--- config.mk ---
export PLATFORM = sky130hd
export DESIGN_NAME = carpool_merge_ctrl
export DESIGN_NICKNAME = d
export VERILOG_FILES = /design/src/rtl/carpool_merge_ctrl.sv
export SDC_FILE = /design/constraint.sdc
export NUM_CORES = 1
export LEC_CHECK = 0
export BUFFER_PORTS_ARGS = -buffer_cell sky130_fd_sc_hd__buf_4
export CAP_MARGIN = 5
export CORE_AREA = 3 3 281 283
export DETAILED_ROUTE_END_ITERATION = 8
export DIE_AREA = 0 0 284 286
export PLACE_DENSITY = 0.36
export SLEW_MARGIN = 20
export SYNTH_ARGS = -nofsm -noshare
export SYNTH_HDL_FRONTEND = slang
export SYNTH_SLANG_ARGS = --single-unit
--- constraint.sdc ---
create_clock -name clk -period 3.7 [get_ports clk]
set_clock_uncertainty 0.2 [all_clocks]
set_input_delay 0.555 -clock clk [delete_from_list [all_inputs] [get_ports clk]]
set_output_delay 0.555 -clock clk [all_outputs]
set_load 0.05 [all_outputs]
--- src/rtl/carpool_merge_ctrl.sv ---
// carpool_merge_ctrl: merge-window scheduler; in_* collect one flit per port, m_* drive/return the merge comparator, out_* issue survivors, merge_cnt counts killed flits
module carpool_merge_ctrl #(
    parameter int NUM_PORT = 5,
    parameter int SRC_W    = 5,
    parameter int ADDR_W   = 32,
    parameter int DST_W    = 4,
    parameter int FID_W    = 3,
    parameter int WINDOW   = 2,
    parameter int CNT_W    = 16
) (
    input  logic                       clk,
    input  logic                       reset,
    input  logic [NUM_PORT-1:0]        in_valid,
    output logic [NUM_PORT-1:0]        in_ready,
    input  logic [NUM_PORT*SRC_W-1:0]  in_src,
    input  logic [NUM_PORT*ADDR_W-1:0] in_addr,
    input  logic [NUM_PORT*DST_W-1:0]  in_dst,
    input  logic [NUM_PORT*FID_W-1:0]  in_fid,
    output logic [NUM_PORT-1:0]        m_hs,
    output logic [NUM_PORT*SRC_W-1:0]  m_src,
    output logic [NUM_PORT*ADDR_W-1:0] m_addr,
    output logic [NUM_PORT*DST_W-1:0]  m_dst,
    output logic [NUM_PORT*FID_W-1:0]  m_fid,
    input  logic [NUM_PORT-1:0]        m_kill,
    input  logic [NUM_PORT*SRC_W-1:0]  m_src_new,
    output logic [NUM_PORT-1:0]        out_valid,
    input  logic [NUM_PORT-1:0]        out_ready,
    output logic [NUM_PORT*SRC_W-1:0]  out_src,
    output logic [NUM_PORT*ADDR_W-1:0] out_addr,
    output logic [NUM_PORT*DST_W-1:0]  out_dst,
    output logic [NUM_PORT*FID_W-1:0]  out_fid,
    output logic [CNT_W-1:0]           merge_cnt
);
    localparam int CW = WINDOW > 0 ? $clog2(WINDOW + 1) : 1;
    localparam int KW = $clog2(NUM_PORT + 1);
    typedef enum logic [1:0] {IDLE, COLLECT, MERGE, ISSUE} state_t;
    state_t state, state_nx;
    logic [NUM_PORT-1:0] slot_v, slot_nx, acc, kill;
    logic [CW-1:0] cnt, cnt_nx;
    logic [KW-1:0] kcnt;
    logic [CNT_W:0] msum;
    logic [NUM_PORT*SRC_W-1:0] src_q;
    logic [NUM_PORT*ADDR_W-1:0] addr_q;
    logic [NUM_PORT*DST_W-1:0] dst_q;
    logic [NUM_PORT*FID_W-1:0] fid_q;
    logic open;
    assign open = state == IDLE || state == COLLECT;
    assign in_ready = {NUM_PORT{~reset & open}} & ~slot_v;
    assign acc = in_valid & in_ready;
    assign kill = m_kill & slot_v;
    assign m_hs = (!reset && state == MERGE) ? slot_v : '0;
    assign out_valid = (!reset && state == ISSUE) ? slot_v : '0;
    assign {m_src, out_src} = {src_q, src_q};
    assign {m_addr, out_addr} = {addr_q, addr_q};
    assign {m_dst, out_dst} = {dst_q, dst_q};
    assign {m_fid, out_fid} = {fid_q, fid_q};
    assign msum = {1'b0, merge_cnt} + (CNT_W + 1)'(kcnt);
    always_comb begin
        kcnt = '0;
        for (int i = 0; i < NUM_PORT; i++) kcnt = kcnt + KW'(kill[i]);
    end
    always_comb begin
        state_nx = state;
        cnt_nx = cnt;
        slot_nx = slot_v;
        case (state)
            IDLE: begin
                slot_nx = slot_v | acc;
                cnt_nx = CW'(WINDOW);
                state_nx = !(|acc) ? IDLE : (&slot_nx || WINDOW == 0) ? MERGE : COLLECT;
            end
            COLLECT: begin
                slot_nx = slot_v | acc;
                cnt_nx = cnt - CW'(1);
                state_nx = (cnt == CW'(1) || &slot_nx) ? MERGE : COLLECT;
            end
            MERGE: begin
                slot_nx = slot_v & ~m_kill;
                state_nx = ISSUE;
            end
            default: begin
                slot_nx = slot_v & ~out_ready;
                state_nx = |slot_nx ? ISSUE : IDLE;
            end
        endcase
    end
    always_ff @(posedge clk) begin
        if (reset) begin
            state <= IDLE;
            slot_v <= '0;
            cnt <= '0;
            merge_cnt <= '0;
        end else begin
            state <= state_nx;
            slot_v <= slot_nx;
            cnt <= cnt_nx;
            if (state == MERGE) merge_cnt <= msum[CNT_W] ? '1 : msum[CNT_W-1:0];
        end
    end
    always_ff @(posedge clk) begin
        for (int i = 0; i < NUM_PORT; i++) begin
            if (acc[i]) begin
                src_q[i*SRC_W +: SRC_W] <= in_src[i*SRC_W +: SRC_W];
                addr_q[i*ADDR_W +: ADDR_W] <= in_addr[i*ADDR_W +: ADDR_W];
                dst_q[i*DST_W +: DST_W] <= in_dst[i*DST_W +: DST_W];
                fid_q[i*FID_W +: FID_W] <= in_fid[i*FID_W +: FID_W];
            end else if (state == MERGE && slot_v[i] && !m_kill[i]) begin
                src_q[i*SRC_W +: SRC_W] <= m_src_new[i*SRC_W +: SRC_W];
            end
        end
    end
endmodule

# Yosys cells after proc, flatten, opt, wreduce, memory -nomap -nowiden
# Index checks and enable logic that the tools add are counted.
[word_totals]
regBits = 245
input_bits = 262
output_inout_bits = 471
word_cells = 96
[op_classes]
n_addsub = 6
n_eq_ne = 4
mux = 20
bitwise_logic = 11
n_reduce_logical = 31
[ops]
columns = ["operator", "count"]
rows = [
  ["$mux 5", 12],
  ["$and 5x5->5", 5],
  ["$add 16x3->17", 1],
  ["$mux 16", 1],
  ["$not 5->5", 3],
  ["$logic_and 1x1->1", 12],
  ["$reduce_bool 2->1", 6],
  ["$pmux 5 s2", 1],
  ["$reduce_or 5->1", 2],
  ["$mux 2", 4],
  ["$add 3x1->3", 2],
  ["$logic_not 1->1", 6],
  ["$pmux 2 s3", 1],
  ["$or 5x5->5", 1],
  ["$reduce_and 5->1", 1],
  ["$eq 2x1->1 const B", 2],
  ["$eq 2x2->1 const B", 2],
  ["$pmux 2 s2", 1],
  ["$add 2x1->3", 1],
  ["$add 1x1->2", 1],
  ["$logic_not 2->1", 1],
  ["$logic_or 1x1->1", 2],
  ["$reduce_or 2->1", 1],
  ["$sub 2x1->2 const B", 1],
  ["other kinds (2)", 2],
]

# Longest topological paths before layout
[depth]
ltp_word = 10
ltp_mapped = 12
mapped_depth_nobuf = 11

# Least setup slack after synthesis
# OpenSTA, ideal clock, no wires.
[synth_path]
path_kind = "input to register"
start = "in reset"
end = "reg addr_q[128] (netlist: m_addr[128]) (enable)"
setup_time_ps = 397
arrival_ps = 3396
t_required_ps = 3103
setup_slack_ps = -294
cell_stages = 5
path_buffers = 2
path_cell_list = "buf_2 > clkbuf_1 > nor3_1 > nand2_1 > inv_1"
[synth_via]
elab_chain_len = 4
[synth_rtl]
columns = ["item", "line_no", "source"]
rows = [
  ["start: declaration", "12", "input logic reset,"],
  ["$not 1->1", "48", "assign in_ready = {NUM_PORT{~reset & open}} & ~slot_v;"],
  ["$and 1x1->1", "48", ""],
  ["$and 5x5->5", "48", ""],
  ["named net in_ready[4]", "14", "output logic [NUM_PORT-1:0] in_ready,"],
  ["$and 5x5->5", "49", "assign acc = in_valid & in_ready;"],
  ["named net acc[4]", "38", "logic [NUM_PORT-1:0] slot_v, slot_nx, acc, kill;"],
  ["end signal: indexed assignment", "104", "addr_q[i*ADDR_W +: ADDR_W] <= in_addr[i*ADDR_W +: ADDR_W];"],
  ["end: declaration", "43", "logic [NUM_PORT*ADDR_W-1:0] addr_q;"],
]
# The timed path passes the listed nets, and every way through them passes these cells.
# A chain may end at the register's enable or synchronous reset.

# Final worst setup path
[layout_path]
start = "reg slot_v[0]"
end = "reg merge_cnt[1]"
[layout_via]
elab_chain_len = 7
[layout_rtl]
columns = ["item", "line_no", "source"]
rows = [
  ["start: declaration", "38", ""],
  ["start signal: assignment", "95", "slot_v <= slot_nx;"],
  ["$and 5x5->5", "50", "assign kill = m_kill & slot_v;"],
  ["$add 1x1->2", "60", "for (int i = 0; i < NUM_PORT; i++) kcnt = kcnt + KW'(kill[i]);"],
  ["$add 2x1->3", "60", ""],
  ["$add 3x1->3 (2 in a row)", "60", ""],
  ["$add 16x3->17", "57", "assign msum = {1'b0, merge_cnt} + (CNT_W + 1)'(kcnt);"],
  ["$mux 16", "97", "if (state == MERGE) merge_cnt <= msum[CNT_W] ? '1 : msum[CNT_W-1:0];"],
  ["end signal: assignment", "97", ""],
  ["end: declaration", "32", "output logic [CNT_W-1:0] merge_cnt"],
]
# No other way between the ends.

==> run summary <==
Endpoint type of the worst setup path = flop
Largest net degree at the start of global routing = 45
CTS tree = built
Clock root cell = clkbuf_16
Post-cts gate resize count = 0
1st-iter DRT viols = 284
Total global routing track utilization = 10.5%
Post-route ant nets = 0
Nets = 1713
Hold Path Class = input pin to flop
Max incr delay on CP = 490 ps
Final hold viol count = 0
Drt pass-1 iters = 6
DRC errors left = 0
Final slew viol count = 0
Max-cap violation count = 0
Register Area = 0.00711 mm2
Layout cell share with drive strength beyond 1 = 56.0%
CP bufs+invs = 1
Startpoint class of the critical path = flop
Multi-input logic area = 0.00134 mm2
Pleak = 0.00769 uW
Relative slew slack = 55.2%
Placed insts = 2237
Worst-path clk slew = 60 ps
First-pass GRT wire length = 63300 um
Hold path cells = 2
Placed Area = 0.0154 mm2
Distinct cells, synth = 44
Final number of setup-violating endpoints = 0
Worst skew pair latency = 580 ps
Max frequency = 291 MHz
CP delay by family, top = adder cells
R2R depth = 9
Number of buffers created by CTS = 30
VDD IR max = 319 uV
RSZ-0062 raised after global routing = false
Crit path max-delay cell type = fa_1
Post-Syn Nets = 953
Worst Path Max Fanout = 6
Post-cts hold buffer count = 214
Initial core utilization = 13.3%
Initial antenna violation count = 10
Reg2reg start = slot_v[0]
Final wirelength = 45900 um
Avg WL per Cell = 18.3 um
Area of the mapped netlist = 0.0102 mm2
Worst path depth = 9
Vias per inst = 3.23
Filler instances = 8184
PD cells = 418 mW/mm2
Final Util = 24.0%
Die area = 0.0812 mm2
Post-CTS Setup Inserts = 0
CP startpoint = slot_v[0]
Worst-case clock buffer depth = 3
Synth Warn # = 0
Via count = 8110
Final Cycle Share = 93.0%
Die width = 284 um
# rows = 102
Status = completed
Vias in the first global route = 8797
H-tree Lvls = 1
CP Cell Sequence = inv_1 > nor2_1 > fa_1 > fa_1 > ha_1 > fa_1 > a21o_1 > a41oi_1 > a211oi_1
Sequential element share of the synthesized area = 69.6%
Mapped Cells = 683
Syn Area/Cell = 14.9 um2
Area Growth Syn to Fin = 80.7%
Final HPWL DP = 37400 um
Clock sinks = 245
Port Buffers = 732
Core Footprint = 0.0770 mm2
Worst-Margin Slew = 671 ps
Seq cells post-synth = 245
Crit path required time = 3950 ps
Setup TNS = 0 ps
CP Class = flop to flop
Die Y-Extent = 286 um
Final Critical Period = 3440 ps
Cell mode on critical path = fa_1
# IOs = 733
Hold path start = in_src[10]
Finished Layout Cells = 2508
GPL Wtd Cong = 0.808
Arrival @ worst endpoint = 3690 ps
GRT overflow = 0
Final instance area = 0.0184 mm2
[per-layer routing]
metal	wire [um]	share of wire (%)	track usage, %	vias to the layer above
met3	5420	12	5.70	54
met4	1080	2.4	2.44	10
met5	69	0.15	0	-
met2	22600	49	18.1	366
li1	-	-	-	3741
met1	16700	36	11.4	3939
[cells by family after synthesis]
logic type               after synthesis  share of synthesized area (%)
buffers and inverters                248                           17.4
AND/OR/NAND/NOR                      100                           5.26
multiplexers                          25                           2.70
XOR/XNOR                              12                           1.03
adder cells (fa/ha/maj)                8                           1.20
flip-flops                           245                           69.6
AO/OA/AOI/OAI                         45                           2.81
[worst reg2reg max path: cells and delay by family (launching register included)]
| kind | cells | cell delay [ps] |
|---|---|---|
| adder cells (fa/ha/maj) | 4 | 1590 |
| flip-flops | 1 | 470 |
| AO/OA/AOI/OAI | 3 | 740 |
| AND/OR/NAND/NOR | 1 | 180 |
| buffers and inverters | 1 | 140 |
[final timing paths]
kind                  endpoint  slack (ps)
hold reg to reg         cnt[1]         310
setup / recovery  merge_cnt[1]         260
hold / removal       m_src[10]          60
setup reg to reg  merge_cnt[1]         260
[cell usage after synthesis (all sizes together)]
cell type / instances / area [um2]
buf: 227 / 1690
edfxtp: 220 / 6610
nand2: 30 / 113
nor2: 27 / 104
dfxtp: 25 / 500
a21oi: 22 / 110
mux2: 20 / 225
nor3: 20 / 100
inv: 16 / 60.1
xnor2: 11 / 96.3
a211oi: 5 / 37.5
clkbuf: 5 / 18.8
ha: 5 / 62.6
mux2i: 5 / 50.1
nor4: 5 / 37.5
o22ai: 5 / 31.3
nor4b: 4 / 80.1
a31o: 3 / 26.3
and2: 3 / 18.8
fa: 3 / 60.1
nand4: 3 / 31.3
o31ai: 3 / 22.5
a21o: 2 / 15.0
a41oi: 2 / 25.0
nand3: 2 / 10.0
a31oi: 1 / 6.26
and2b: 1 / 7.51
and4: 1 / 8.76
nand2b: 1 / 6.26
nor2b: 1 / 6.26
nor3b: 1 / 7.51
o21ai: 1 / 5.00
o21bai: 1 / 7.51
or2: 1 / 6.26
xor2: 1 / 8.76
[cells in the final DEF (no fill, tap or decap), types with 4 or more instances in the layout]
cell type,n
nand2_1,30
clkinv_2,7
xnor2_1,11
edfxtp_1,220
nor3_1,19
nor4_1,4
clkbuf_16,30
dfxtp_1,25
dlygate4sd3_1,214
inv_1,15
clkbuf_1,8
clkinv_1,6
buf_4,745
nor2_1,26
o22ai_1,5
a211oi_1,5
mux2i_1,5
mux2_2,20
ha_1,5
a21oi_1,22
[report_power, final]
part / total, uW / internal [uW] / switching, uW
combinational: 1760 / 657 / 1110
sequential: 3290 / 3180 / 110
clock: 2670 / 1480 / 1190
total: 7720 / 5310 / 2400
[area by class of cell]
cell class                 count  share of cell area, %
timing repair buffer         960                   42.1
sequential                   245                   38.5
multi-input combinational    190                   7.25
tap                         1040                   7.06
clock buffer                  38                   4.23
clock inverter                16                  0.489
inverter                      16                  0.326
antenna                        3                 0.0407
[metrics by stage]
| step | worst slack, ps | power (uW) | hold WS, ps |
|---|---|---|---|
| 4_1_cts | 220 | 7890 | 1.44 |
| 6_report | 260 | 7720 | 62.8 |
| 2_1_floorplan | 258 | 4370 | 281 |
| 3_3_place_gp | 158 | 4920 | 297 |
| 5_1_grt | 50.7 | 8050 | 23.1 |
| 3_5_place_dp | 145 | 4920 | 304 |
[flip-flops by register name (all words and copies together) (netlist names)]
| register | flops |
|---|---|
| m_addr | 160 |
| m_src | 25 |
| m_dst | 20 |
| merge_cnt | 16 |
| m_fid | 15 |
| slot_v | 5 |
| cnt | 2 |
| state | 2 |
Power figures use the tool's default switching activity.
